$ cat src/rtl/boot_loader.sv
// Boot loader: streams a program into instruction memory one word at a time,
// then holds the core in reset for a short settling window before releasing it.
module boot_loader #(
  parameter int INSTR_DEPTH    = 128,
  parameter int RELEASE_CYCLES = 4,
  parameter int GNT_TIMEOUT    = 16
) (
  input  logic        clock,
  input  logic        reset,
  input  logic        load_start_ip,
  input  logic        load_valid_ip,
  input  logic [31:0] load_word_ip,
  input  logic        load_last_ip,
  output logic        load_ready_op,
  output logic        imem_we_op,
  output logic [31:0] imem_addr_op,
  output logic [31:0] imem_wdata_op,
  input  logic        imem_gnt_ip,
  output logic        core_reset_op,
  output logic        core_mem_en_op,
  output logic        load_done_op,
  output logic        load_err_op,
  output logic [7:0]  word_count_op
);

  typedef enum logic [2:0] {
    IDLE    = 3'd0,
    LOAD    = 3'd1,
    WRITE   = 3'd2,
    RELEASE = 3'd3,
    RUN     = 3'd4,
    ERROR   = 3'd5
  } state_t;

  localparam int GW = $clog2(GNT_TIMEOUT) + 1;
  localparam int RW = $clog2(RELEASE_CYCLES) + 1;
  localparam logic [7:0]    DEPTH_CNT = 8'(INSTR_DEPTH);
  localparam logic [GW-1:0] GNT_LAST  = GW'(GNT_TIMEOUT - 1);
  localparam logic [RW-1:0] REL_LAST  = RW'(RELEASE_CYCLES - 1);

  state_t        state_reg, state_next;
  logic [7:0]    count_reg, count_next;
  logic [31:0]   word_reg, word_next;
  logic          last_reg, last_next;
  logic [GW-1:0] wait_reg, wait_next;
  logic [RW-1:0] rel_reg, rel_next;
  logic          err_reg, err_next;
  logic          core_reset_reg, core_mem_en_reg;

  always_ff @(posedge clock or negedge reset) begin
    if (!reset) begin
      state_reg       <= IDLE;
      count_reg       <= '0;
      word_reg        <= '0;
      last_reg        <= 1'b0;
      wait_reg        <= '0;
      rel_reg         <= '0;
      err_reg         <= 1'b0;
      core_reset_reg  <= 1'b0;
      core_mem_en_reg <= 1'b0;
    end else begin
      state_reg       <= state_next;
      count_reg       <= count_next;
      word_reg        <= word_next;
      last_reg        <= last_next;
      wait_reg        <= wait_next;
      rel_reg         <= rel_next;
      err_reg         <= err_next;
      // Core controls are decoded from the next state so they flip on the
      // same edge as the state and come straight out of flops.
      core_reset_reg  <= (state_next == RUN);
      core_mem_en_reg <= (state_next == RELEASE) || (state_next == RUN);
    end
  end

  always_comb begin
    state_next = state_reg;
    count_next = count_reg;
    word_next  = word_reg;
    last_next  = last_reg;
    wait_next  = '0;
    rel_next   = '0;
    err_next   = err_reg;

    case (state_reg)
      IDLE, RUN, ERROR: begin
        if (load_start_ip) begin
          state_next = LOAD;
          count_next = '0;
          err_next   = 1'b0;
        end
      end
      LOAD: begin
        if (load_valid_ip) begin
          word_next  = load_word_ip;
          last_next  = load_last_ip;
          state_next = WRITE;
        end
      end
      WRITE: begin
        if (imem_gnt_ip) begin
          count_next = count_reg + 8'd1;
          if (last_reg)
            state_next = RELEASE;
          else if (count_reg + 8'd1 == DEPTH_CNT)
            state_next = ERROR;
          else
            state_next = LOAD;
        end else if (wait_reg == GNT_LAST) begin
          state_next = ERROR;
        end else begin
          wait_next = wait_reg + GW'(1);
        end
      end
      RELEASE: begin
        if (rel_reg == REL_LAST)
          state_next = RUN;
        else
          rel_next = rel_reg + RW'(1);
      end
      default: state_next = IDLE;
    endcase

    if (state_next == ERROR)
      err_next = 1'b1;
  end

  assign load_ready_op  = (state_reg == LOAD);
  assign imem_we_op     = (state_reg == WRITE);
  assign imem_addr_op   = {22'd0, count_reg, 2'b00};
  assign imem_wdata_op  = word_reg;
  assign core_reset_op  = core_reset_reg;
  assign core_mem_en_op = core_mem_en_reg;
  assign load_done_op   = (state_reg == RUN);
  assign load_err_op    = err_reg;
  assign word_count_op  = count_reg;

endmodule
$ cat config.mk
export PLATFORM = sky130hd
export DESIGN_NAME = boot_loader
export DESIGN_NICKNAME = d
export VERILOG_FILES = /design/src/rtl/boot_loader.sv
export SDC_FILE = /design/constraint.sdc
export NUM_CORES = 1
export LEC_CHECK = 0
export CORE_UTILIZATION = 38
export CTS_CLUSTER_SIZE = 16
export DETAILED_ROUTE_END_ITERATION = 10
export PLACE_DENSITY = 0.77
export REMOVE_ABC_BUFFERS = 1
export SLEW_MARGIN = 15
export SYNTH_ARGS = -nofsm -noshare
export SYNTH_HDL_FRONTEND = slang
export SYNTH_SLANG_ARGS = --single-unit
$ cat constraint.sdc
create_clock -name clock -period 1.75 [get_ports clock]
set_input_delay 0.4375 -clock clock [delete_from_list [all_inputs] [get_ports clock]]
set_output_delay 0.4375 -clock clock [all_outputs]
set_load 0.02 [all_outputs]
==> results of run 1 <==
-- repair_timing --
| action | CTS | global route |
|---|---|---|
| endpoints found under the hold margin | 0 | 0 |
| setup buffers | 1 | 4 |
| pin swaps | 3 | 4 |
| endpoints found under the setup margin | 20 | 29 |
| resized for setup | 36 | 31 |
-- layer usage --
metal	global-route usage	up-vias
met5	0	-
li1	-	1065
met3	0.0516	10
met2	0.308	89
met1	0.210	1026
met4	0.0539	0
-- per-stage QoR --
stage | worst slack, ps | instances
CTS | -8.94 | 465
global placement | -164 | 456
floorplan | -155 | 263
detailed placement | -201 | 456
finish | -18.5 | 469
global route | -64.3 | 469
-- cell families (layout without fill, tap and decap cells) --
kind of cell,Yosys count,in the layout,synth area share
multiplexers,1,1,0.00432
other,1,24,0.00144
AO/OA/AOI/OAI,26,26,0.0825
adder cells (fa/ha/maj),3,3,0.0144
buffers and inverters,46,134,0.118
AND/OR/NAND/NOR,146,146,0.241
XOR/XNOR,3,3,0.0101
flip-flops,55,55,0.528
-- worst max-delay path: cells and delay by family, from the launching register on --
| kind | cells | cell delay, ps |
|---|---|---|
| and+or+nand+nor | 1 | 390 |
| DFF | 1 | 400 |
| buffers and inverters | 3 | 240 |
-- area by class of cell --
cell class | count | area (um^2)
tap | 77 | 96.3
multi-input combinational | 203 | 1060
timing repair buffer | 121 | 1210
clock buffer | 6 | 82.6
fill | 549 | 2610
clock inverter | 2 | 35.0
sequential | 55 | 1380
inverter | 5 | 21.3
-- cell usage after synthesis (all sizes together) (2+ instances only) --
master    n
xor2      2
nor3      3
clkbuf    7
and2      2
and3      4
buf      34
ha        3
nand3     5
inv       5
dfrtp    55
nand2   106
nor2b     2
nor2     13
a22o      2
o31ai     3
and2b     2
or2       2
a21oi     2
o21ai    10
-- power groups by stage --
stage	clock [mW]	combinational (mW)	sequential (mW)
2_1_floorplan	0	0.842	2.44
3_3_place_gp	0	2.74	1.95
3_5_place_dp	0	2.80	1.95
4_1_cts	0.890	2.81	1.94
5_1_grt	0.942	3.11	1.99
6_report	0.863	2.87	1.94
-- cell usage in the layout, fill, tap and decap left out, types with 3 or more instances in the layout --
cell	Yosys	layout
and3_1	4	4
buf_12	0	3
buf_4	32	25
buf_6	2	4
clkbuf_8	0	6
clkdlybuf4s50_1	0	48
conb_1	1	24
dfrtp_1	55	55
dlygate4sd2_1	0	16
dlymetal6s2s_1	0	23
ha_1	3	3
inv_1	4	3
nand2_1	105	105
nand3_1	5	5
nor2_1	12	12
nor3_1	3	3
o21ai_0	9	9
-- worst max-delay path by stage --
| stage | from | end |
|---|---|---|
| after floorplan | state_reg[2] | core_mem_en_op |
| after CTS | state_reg[1] | imem_we_op |
| after detailed placement | state_reg[2] | imem_we_op |
| final | state_reg[1] | imem_we_op |
| after global routing | state_reg[0] | core_mem_en_op |
| after global placement | state_reg[2] | imem_we_op |
==> results by group, run 1 <==
Drt
  • Drt wl/cell: ~13 um
  • DR iter-0 viols: 95
  • DRT Wirelength: 5960 um
  • Met1 wire length: approximately 2500 um
  • Antenna-violating nets left: 0
  • Met2 WL post-DR: around 3000 um
  • Drt pass-1 iters: 8
  • DR top layer: met4
  • Vias per cell: between 4 and 5
  • Vias after detailed routing: around 2.2k
  • DRC: 9
  • Met3 WL: ~380 um

Placed design
  • DP Area: approximately 3600 um^2
  • RePlAce Congestion: approximately 0.8
  • Post-DP HPWL: around 4300 um
  • I/O Buffers: 91

Finish
  • Finished Cell Area: about 3900 um^2
  • Max reg flops: 32
  • Layout cells sized above 1: 0.158
  • Area Growth Syn to Fin: 48.8%
  • Final Net Count: 432
  • Util after Layout: 0.598
  • Number of diodes: 0

STA
  • Max Fclk: around 570 MHz
  • Setup TNS: -32.1 ps
  • Max Slew Vio Count: 0
  • RSZ-0062 raised after global routing: yes
  • Endpoints failing hold: 0
  • Period minus WS final: about 1800 ps
  • Fin Clk Skew: 2.59 ps
  • Final hold slack: around 65 ps
  • Slack of the critical path: -18.5 ps
  • # setup viols final: 2
  • Fin crit share: 1.01

Clock tree
  • H-tree level count: 2
  • Hold buffers post-CTS: 0
  • CTS tree: built
  • CTS Buffer Depth: 2
  • Root Driver: clkbuf_8
  • Total CTS buffers: 5
  • Clock sinks: 55
  • Clock latency on the worst-skew pair: 300 ps
  • Clock transition at path regs: approximately 90 ps

Pwr
  • P_sw: 2.16 mW
  • Internal power: ~3.5 mW
  • Leakage: approximately 2.3 nW
  • PwrDens: 1460 nW/um^2
  • Reg power frac: 0.342
  • Sw frac: 0.381
  • Clock network fraction of total power: 0.152
  • Combinational share of power: 0.506
  • PnR Total Power: between 5 and 6 mW
  • Highest ir drop seen on vdd: between 800 and 900 uV

Setup path
  • Crit Path Category: flop to output pin
  • Critical Path Start Type: flop
  • Critical Path RT: between 1000 and 1500 ps
  • RR Startpoint: state_reg[0]
  • Crit end category: output pin
  • Worst-path maximum fanout: 2
  • Flop-to-flop setup slack: -10 ps
  • Reg-to-Reg End: core_mem_en_op
  • Critical path data arrival time: around 1300 ps
  • Slowest stage cell, crit path: dfrtp_1
  • Worst-path cell chain: inv_2 > or3_4 > inv_4 > buf_6
  • CP max stage delay: 400 ps
  • R2R depth: 7

Synth
  • Synth top area cells: dfrtp_1 53%, nand2_1 15%, buf_4 9.2%
  • Number of synthesized flops with an enable pin: 0
  • Ys flop type: dfrtp_1
  • Post-Synthesis Cells: 281
  • Yosys reg bits: 55
  • Number of distinct library cells after synthesis: 43
  • Sequential share of the synthesized area: 0.528
  • Mapped Area: approximately 2600 um^2
  • Ys async rst share: 1.00
  • Dominant cell type by area after synthesis: dfrtp_1
  • Synth Area per Inst: 9.28 um^2
  • Synth top area share: 0.528
  • Synth Warn #: 0

Global routing
  • Initial antenna violation count: 0
  • Largest net degree at the start of global routing: 34
  • GRT overflow: 0
  • Vias in the first global route: approximately 2.2k
  • Total GRT Usage: 0.176
  • First-pass GRT wire length: 10,100 um

Floorplan
  • Die width: 84.8 um
  • FP Rows: 29
  • Die height: between 80 and 90 um
  • Initial Utilization: 0.401
  • # IOs: ~120
  • Die Area: 7200 um^2
  • Total core area: between 6000 and 7000 um^2

Run status
  • Violated checks: design-rule violations, negative setup slack
  • Status: complete, but fails checks

Job
  • Max-cap violations: 0

Hold path
  • Hold crit path type: input port to asynchronous set/reset pin
Note: power is estimated with default switching activity, not from simulation.
==> run 2, diff against run 1 <==
--- a/config.mk
+++ b/config.mk
@@ -8,7 +8,7 @@
 export CORE_UTILIZATION = 38
 export CTS_CLUSTER_SIZE = 16
 export DETAILED_ROUTE_END_ITERATION = 10
-export PLACE_DENSITY = 0.77
+export PLACE_DENSITY = 0.73
 export REMOVE_ABC_BUFFERS = 1
 export SLEW_MARGIN = 15
 export SYNTH_ARGS = -nofsm -noshare
==> run 2 against run 1 <==
Net effect: the flow finishes with violations (design-rule violations); global-route usage shrank 0.21 points; sequential cell count is the same; final cell count is the same; largest power group unchanged; final area shrank 1.2%; largest cell class unchanged; via count shrank 1.1%.
==> results by group, run 2 (synthesized netlist as in run 1, its figures left out) <==
Run status
  • Status: complete, but fails checks
  • Violated checks: design-rule violations

Setup path
  • CP bufs+invs: 1 (-2)
  • Worst-path cell chain: clkdlybuf4s50_1
  • R2R depth: 6 (-1)
  • Critical Path Start Type: flop
  • Critical path data arrival time: 1280 ps (-50 ps)
  • RR Startpoint: rel_reg[0]
  • Critical Path Source: imem_wdata_op[0]
  • CP max stage delay: 610 ps (+210 ps)
  • Crit Path Category: flop to output pin
  • Reg-to-Reg End: core_mem_en_op
  • CP delay by family, top: buffers and inverters
  • Worst-path maximum fanout: 2 (unchanged)
  • Flop-to-flop setup slack: 60 ps (+70 ps)
  • Critical Path RT: 1310 ps (about the same)
  • Slowest stage cell, crit path: clkdlybuf4s50_1
  • Crit end category: output pin

Global routing
  • First-pass GRT wire length: 10000 um (-0.95%)
  • Total GRT Usage: 0.174 (-0.00214)
  • GRT overflow: 0 (unchanged)
  • Initial antenna violation count: 0 (unchanged)
  • Vias in the first global route: 2,167 (-3.4%)
  • Largest net degree at the start of global routing: 38 (+12%)

STA
  • # setup viols final: 0 (-2)
  • Fin crit share: 0.983 (-0.0276)
  • Max Slew Vio Count: 0 (unchanged)
  • RSZ-0062 raised after global routing: yes
  • Max Fclk: 581 MHz (+2.8%)
  • Final hold slack: 95.5 ps (+30.8 ps)
  • Period minus WS final: 1720 ps (-48.3 ps)
  • Endpoints failing hold: 0 (unchanged)
  • Setup TNS: 0 ps (+32.1 ps)
  • Fin Clk Skew: 7.44 ps (+4.85 ps)

Pwr
  • Highest ir drop seen on vdd: 694 uV (-18%)
  • Leakage: 2.21 nW (-2.1%)
  • PwrDens: 1450 nW/um^2 (-0.69%)
  • PnR Total Power: 5.56 mW (-1.9%)

Hold path
  • Hold crit path type: input port to asynchronous set/reset pin

Floorplan
  • Initial Utilization: 0.401 (unchanged)
  • # IOs: 116 (unchanged)
  • Die Area: 7200 um^2 (unchanged)
  • Total core area: 6490 um^2 (unchanged)
  • Die height: 84.8 um (unchanged)
  • FP Rows: 29 (unchanged)
  • Die width: 84.8 um (unchanged)

Clock tree
  • H-tree level count: 2 (unchanged)
  • CTS Buffer Depth: 2 (unchanged)
  • Root Driver: clkbuf_8
  • Clock transition at path regs: 100 ps (about the same)
  • Clock latency on the worst-skew pair: 300 ps (about the same)
  • Hold buffers post-CTS: 0 (unchanged)
  • Total CTS buffers: 5 (unchanged)
  • Clock sinks: 55 (unchanged)
  • CTS tree: built

Drt
  • Drt pass-1 iters: 7 (-1)
  • Vias per cell: 4.62 (-1.1%)
  • DRC: 8 (-1)
  • DRT Wirelength: 5900 um (-0.87%)
  • Antenna-violating nets left: 0 (unchanged)
  • Drt wl/cell: 12.6 um (-0.87%)
  • Vias after detailed routing: 2,166 (-1.1%)
  • DR iter-0 viols: 155 (+63%)

Job
  • Max-cap violations: 0 (unchanged)

Finish
  • Layout cells sized above 1: 0.161 (+0.00255)
  • Most common cell after layout, fill and taps aside: nand2_1
  • Fillers: 567 (+3.3%)
  • Final Net Count: 432 (unchanged)
  • Finished Cell Area: 3830 um^2 (-1.2%)
  • Commonest cells after routing, fill and taps aside: 105 x nand2_1, 55 x dfrtp_1, 50 x clkdlybuf4s50_1
  • Number of diodes: 0 (unchanged)
  • Max reg flops: 32 (unchanged)
  • Area Growth Syn to Fin: 47.0%
  • Util after Layout: 0.590 (-0.00732)

Placed design
  • RePlAce Congestion: 0.869 (+5.5%)
  • Post-DP HPWL: 4460 um (+4.0%)
  • DP Area: 3640 um^2 (+0.14%)
  • I/O Buffers: 91 (unchanged)
==> run 2: cell count changes in the layout (fill, tap and decap cells not counted), sizes merged <==
cell and delta:
clkdlybuf4s50 +2, dlymetal6s2s -2
==> run 2: repair_timing <==
action	CTS	global route
setup endpoints to repair	19	26
resized for setup	31	32
setup buffers	1	0
pin swaps	0	5
endpoints found under the hold margin	0	0
==> run 2: layer usage <==
| metal | share of wire | vias to the layer above | routed length (um) | GRT usage |
|---|---|---|---|---|
| met1 | 0.43 | 1006 | 2560 | 0.213 |
| li1 | - | 1076 | - | - |
| met5 | 0 | - | 0 | 0 |
| met4 | 0.0059 | 0 | 35 | 0.0508 |
| met2 | 0.49 | 79 | 2910 | 0.302 |
| met3 | 0.067 | 5 | 397 | 0.0467 |
==> run 2: layout make-up <==
cell class | instances | area (um^2) | share of cell area
Clock buffer | 6 | 82.6 | 0.0215
Clock inverter | 2 | 35.0 | 0.00914
Inverter | 5 | 18.8 | 0.00490
Multi-Input combinational cell | 203 | 1050 | 0.275
Sequential cell | 55 | 1380 | 0.359
Tap cell | 77 | 96.3 | 0.0251
Timing Repair Buffer | 121 | 1170 | 0.305
==> run 2: through the flow <==
step	setup slack [ps]	std cells
2_1_floorplan	-155	263
3_3_place_gp	-168	460
3_5_place_dp	-191	460
4_1_cts	-5.84	469
5_1_grt	-13.9	469
6_report	29.8	469
==> run 2: how the worst max path moves through the flow <==
stage | to | slack, ps | cells past startpoint
2_1_floorplan | core_mem_en_op | -160 | 5
3_3_place_gp | word_count_op[2] | -170 | 6
3_5_place_dp | core_mem_en_op | -190 | 6
4_1_cts | imem_we_op | -6 | 3
5_1_grt | imem_we_op | -10 | 3
6_report | imem_wdata_op[0] | 30 | 1
==> run 2: where the power goes <==
part	switching [mW]	internal [mW]	total (mW)
clock network	0.394	0.463	0.857
logic	1.50	1.27	2.77
registers	0.237	1.70	1.93
total	2.13	3.43	5.56
==> run 3, diff against run 2 <==
--- a/config.mk
+++ b/config.mk
@@ -8,6 +8,7 @@
 export CORE_UTILIZATION = 38
 export CTS_CLUSTER_SIZE = 16
 export DETAILED_ROUTE_END_ITERATION = 10
+export HOLD_SLACK_MARGIN = 0.02
 export PLACE_DENSITY = 0.73
 export REMOVE_ABC_BUFFERS = 1
 export SLEW_MARGIN = 15
==> results of run 3 <==
No change in the layout: final DEF, timing and power equal those of run 2.
==> edit 1: new RTL, config.mk and constraints of run 3 <==
Reset style: synchronous (`reset`), changed in one clocked block.
--- a/src/rtl/boot_loader.sv
+++ b/src/rtl/boot_loader.sv
@@ -48,5 +48,5 @@
   logic          core_reset_reg, core_mem_en_reg;
 
-  always_ff @(posedge clock or negedge reset) begin
+  always_ff @(posedge clock) begin
     if (!reset) begin
       state_reg       <= IDLE;
Check against the original RTL: differs if reset is asserted again (counterexample within 4 cycles, from zero or initial values and one cycle with reset low); with reset held inactive, the same outputs for 10 cycles.
==> edit 1 against run 3 <==
- count of clock-buffer cells in the layout shrank 1
- first-iteration DRC count shrank 34%
- wire length increased by 2.7%
- cell area decreased by 4.9%
- highest routed layer unchanged
- sequential cell count unchanged
- final cell count up 5.3%
- critical path depth unchanged
- critical path type unchanged
- worst setup slack better by 0.013 ns
- synthesized area decreased by 2.6%
Power is not compared: it rests on default switching activity, and its combinational part moved more than twofold at a synthesized area within 25%.
==> edit 1: results (changes against run 3) <==
{| class="wikitable"
! Metric !! Value
|-
| Area of placed instances || 3560 sq um (-2.1%)
|-
| Routed length per placed instance || 12.3 microns (-2.5%)
|-
| Insertion delay of the later-clocked pin in the worst-skew pair || 0.30 ns (about the same)
|-
| Number of distinct standard cells referenced by the synthesized netlist || 48 (+12%)
|-
| Final-layout fill cell count || 597 (+5.3%)
|-
| Initial drt markers || 103 (-34%)
|-
| Share of the yosys chip area belonging to registers || 43.4% (-9.4 points)
|-
| Most area-consuming cells after synthesis || dfxtp_1 43%, nand2_1 12%, buf_4 9.5%
|-
| Layout net count || 459 (+6.3%)
|-
| Setup slack at placement || -0.158 ns (+0.0329 ns)
|-
| Status || completed
|-
| Total setup buffers inserted after CTS || 0 (-1)
|-
| Largest net degree at the start of global routing || 34 (-11%)
|-
| Post-detail-place hpwl || 4410 microns (-1.1%)
|-
| Tightest Hold Check Type || reg2reg
|-
| Worst Skew || 0.00591 ns (-0.00153 ns)
|-
| Register-to-Register Path Depth || 5 (-1)
|-
| Final weighted congestion in routability-driven placement || 0.859 (-1.1%)
|-
| Post-synthesis async set-or-reset flop share || 0% (-100 points)
|-
| Share of final-layout standard cells stronger than drive strength 1 || 12.2% (-3.8 points)
|-
| GRT Overall Usage || 17.3% (-0.097 points)
|-
| Via Count || 2406 (+11%)
|-
| Commonest cells in the netlist || 80 x nand2_1, 55 x dfxtp_1, 40 x a21oi_1
|-
| Number of optimization iterations in the first detailed-route pass || 4 (-3)
|-
| Wire length of the first global-routing pass || 10000 microns (+0.13%)
|}
[edit 1: worst paths after layout]
kind | slack (ns) | start | endpoint
max | 0.04 | load_err_op | load_err_op
min | 0.43 | rel_reg[0] | rel_reg[0]
max reg2reg | 0.06 | state_reg[1] | word_count_op[6]
min reg2reg | 0.43 | rel_reg[0] | rel_reg[0]
[edit 1: logic make-up after synthesis]
| kind of cell | synth area share, % |
|---|---|
| other | 0.148 |
| xor gates and xnor gates | 1.04 |
| buffers and inverters | 12.9 |
| DFF | 43.4 |
| AOI/OAI and AO/OA | 15.1 |
| and+or+nand+nor | 25.0 |
| adders and majority gates | 2.46 |
[edit 1: power breakdown]
| part | internal, W | switching (W) | total [W] | leakage (nW) |
|---|---|---|---|---|
| combinational | 0.000253 | 0.000274 | 0.000527 | 1.08 |
| clock | 0.000275 | 0.000396 | 0.000671 | 0.0477 |
| sequential | 0.00130 | 0.0000258 | 0.00132 | 0.446 |
[edit 1: repair_timing]
action,4_1_cts,5_1_grt
setup endpoints to repair,20,13
gates resized for setup,30,15
hold endpoints to repair,0,0
pin swaps,0,1
[edit 1: area by class of cell]
class,count,area share [%]
Tap cell,77,2.64
Multi-Input combinational cell,232,33.7
Clock inverter,3,0.412
Timing Repair Buffer,117,30.6
Sequential cell,55,30.3
Inverter,5,0.515
Clock buffer,5,1.89
[edit 1: layer usage]
metal,global-route usage [%],vias up,routed length [microns]
met5,0,-,0
met2,31.2,82,3040
li1,-,1210,-
met1,20.3,1103,2630
met4,6.93,0,103
met3,2.87,11,289
[edit 1: metrics by stage]
stage / util [%] / cells
finish: 57.1 / 494
CTS: 56.9 / 494
global placement: 55.7 / 486
detailed placement: 55.7 / 486
floorplan: - / 292
global route: 57.1 / 494
==> edit 2: new RTL, config.mk and constraints of run 3 <==
Made on the original files. Change the parameter `INSTR_DEPTH` from 128 to 64.
--- a/src/rtl/boot_loader.sv
+++ b/src/rtl/boot_loader.sv
@@ -2,5 +2,5 @@
 // then holds the core in reset for a short settling window before releasing it.
 module boot_loader #(
-  parameter int INSTR_DEPTH    = 128,
+  parameter int INSTR_DEPTH    = 64,
   parameter int RELEASE_CYCLES = 4,
   parameter int GNT_TIMEOUT    = 16
Function: no difference found for any inputs over 10 cycles, from zero or initial values and one cycle with reset low; that may be too few to reach the edited logic, so the function may still have changed.
==> edit 2 against run 3 <==
- the flow still finishes with violations (DRC)
- cell area is 3.4% lower
- maximum frequency is 0.26% lower
- sequential cell count stayed put
- total power is 5.9% lower
- synthesized area is 1.8% lower
- clock power is 14% lower
- worst setup slack worse by 0.0044 ns
- wire length is 5.2% lower
==> edit 2: results (changes against run 3) <==
{| class="wikitable"
! Metric !! Value
|-
| Status || finished, violations left
|-
| Violated checks || DRC
|-
| Final-layout fill cell count || 587 (+3.5%)
|-
| Most area-consuming cells after synthesis || dfrtp_1 54%, nand2_1 16%, buf_4 9.4%
|-
| Via density per instance || 4.75 (+2.8%)
|-
| Layout net count || 423 (-2.1%)
|-
| Leakage component of the power || 2.24 nW (+0.99%)
|-
| Root buf cell || clkbuf_8
|-
| Worst Skew || 0.00972 ns (+0.00228 ns)
|-
| Final weighted congestion in routability-driven placement || 0.871 (+0.24%)
|-
| Tightest Hold Check Type || in2async
|-
| Maximum vdd ir drop || 698 uV (+0.51%)
|-
| Max reg flops || 32 (unchanged)
|-
| Wire length of the first global-routing pass || 9820 microns (-1.8%)
|-
| DRC Markers || 18 (+10)
|-
| Initial drt markers || 91 (-41%)
|-
| Switching power summed over all nets || 0.00208 W (-2.2%)
|-
| Diode count || 0 (unchanged)
|-
| Routed length per placed instance || 12.2 microns (-3.4%)
|-
| Longest Clk Path Bufs || 2 (unchanged)
|-
| Area of placed instances || 3530 sq um (-3.1%)
|-
| Largest net degree at the start of global routing || 56 (+47%)
|-
| Share of the yosys chip area belonging to registers || 53.8% (+0.98 points)
|-
| DIE AREA || 7070 sq um (-1.8%)
|-
| Placed cell count || 452 (-1.7%)
|-
| Via Count || 2183 (+0.78%)
|-
| Number of optimization iterations in the first detailed-route pass || 7 (unchanged)
|-
| Total count of hold-check failures in the final report || 0 (unchanged)
|-
| Mapped Avg Cell Area || 8.98 sq um (-3.2%)
|-
| Commonest cells in the netlist || 107 x nand2_1, 55 x dfrtp_1, 32 x buf_4
|-
| Share of final-layout standard cells stronger than drive strength 1 || 11.2% (-4.8 points)
|-
| Number of distinct standard cells referenced by the synthesized netlist || 39 (-9.3%)
|-
| Total setup buffers inserted after CTS || 0 (-1)
|-
| H-tree depth || 2 (unchanged)
|-
| Post-detail-place hpwl || 4020 microns (-9.7%)
|-
| Post-synthesis async set-or-reset flop share || 100% (unchanged)
|-
| Clock-pin slew reported for the worst setup and hold paths after clock tree synthesis || 0.10 ns (about the same)
|-
| Number of antenna violations at the first check in global routing || 0 (unchanged)
|-
| CP max FO || 2 (unchanged)
|-
| Number of clock buffers inserted by TritonCTS || 5 (unchanged)
|-
| GRT Overall Usage || 17.1% (-0.34 points)
|-
| Yosys synthesis warning count || 0 (unchanged)
|}
==> edit 2: cell count changes after synthesis, moves of 2 or more <==
cell and delta:
o21ai_1 +2, a31oi_1 +3, nand2_1 +2, a22o_1 -2, o21ai_0 +3, buf_6 -2
and2b_2 -2
==> edit 2: layout make-up <==
class	count	area, sq um	share of cell area (%)
Clock inverter	3	26.3	0.710
Tap cell	77	96.3	2.60
Clock buffer	5	68.8	1.86
Multi-Input combinational cell	205	993	26.8
Inverter	7	27.5	0.743
Timing Repair Buffer	108	1110	30.0
Sequential cell	55	1380	37.2
==> edit 2: path summary, 6_finish.rpt <==
kind                         startpoint              to  slack [ns]  depth (start not counted)
hold reg to reg              rel_reg[0]      rel_reg[0]        0.44                          1
setup reg to reg           state_reg[2]  core_mem_en_op        0.08                          6
min in group clock           rel_reg[0]      rel_reg[0]        0.44                          1
hold / removal                    reset     load_err_op        0.10                          2
max in group asynchronous         reset     wait_reg[4]        1.40                          2
setup / recovery           state_reg[2]      imem_we_op        0.03                          3
==> edit 2: cells by family (layout without fill, tap and decap cells) <==
logic type      after synthesis  after routing  synth area share, %
compound gates               25             25                 6.21
buf+inv                      48            123                 11.8
flops                        55             55                 53.8
simple gates                147            147                 24.5
fa+ha+maj                     3              3                 1.47
xor+xnor                      5              5                 1.71
other cells                   1             24                0.146
mux                           1              1                0.391
==> edit 2: worst max-delay path, cell delays in order, from the launching register on <==
cell and delay [ns]:
dfrtp_1 0.40, or3_4 0.40, inv_2 0.07, buf_6 0.11
==> edit 2: what timing repair did <==
item	CTS	global route
hold buffers	0	0
resized for setup	35	42
setup endpoints to repair	22	35
pin swaps	0	1
==> edit 2: per-stage QoR <==
stage / hold WS [ns] / utilization [%] / worst slack, ns
after global placement: 0.418 / 54.9 / -0.116
final: 0.104 / 57.6 / 0.0254
after global routing: 0.120 / 57.6 / -0.0109
after CTS: 0.114 / 55.9 / -0.0163
after detailed placement: 0.429 / 54.9 / -0.119
after floorplan: 0.142 / - / -0.111
==> edit 2: power groups by stage <==
stage                     clock network (W)  registers [W]  logic [W]
after global routing               0.000824        0.00199    0.00281
final                              0.000733        0.00193    0.00257
after detailed placement                  0        0.00196    0.00266
after CTS                          0.000757        0.00194    0.00260
after floorplan                           0        0.00244   0.000799
after global placement                    0        0.00195    0.00261
==> edit 2: metal layers <==
layer | global-route usage (%) | up-vias | share of wire, %
li1 | - | 1053 | -
met1 | 20.9 | 1038 | 42
met2 | 29.3 | 84 | 49
met3 | 5.34 | 8 | 7.0
met4 | 4.08 | 0 | 1.1
met5 | 0 | - | 0
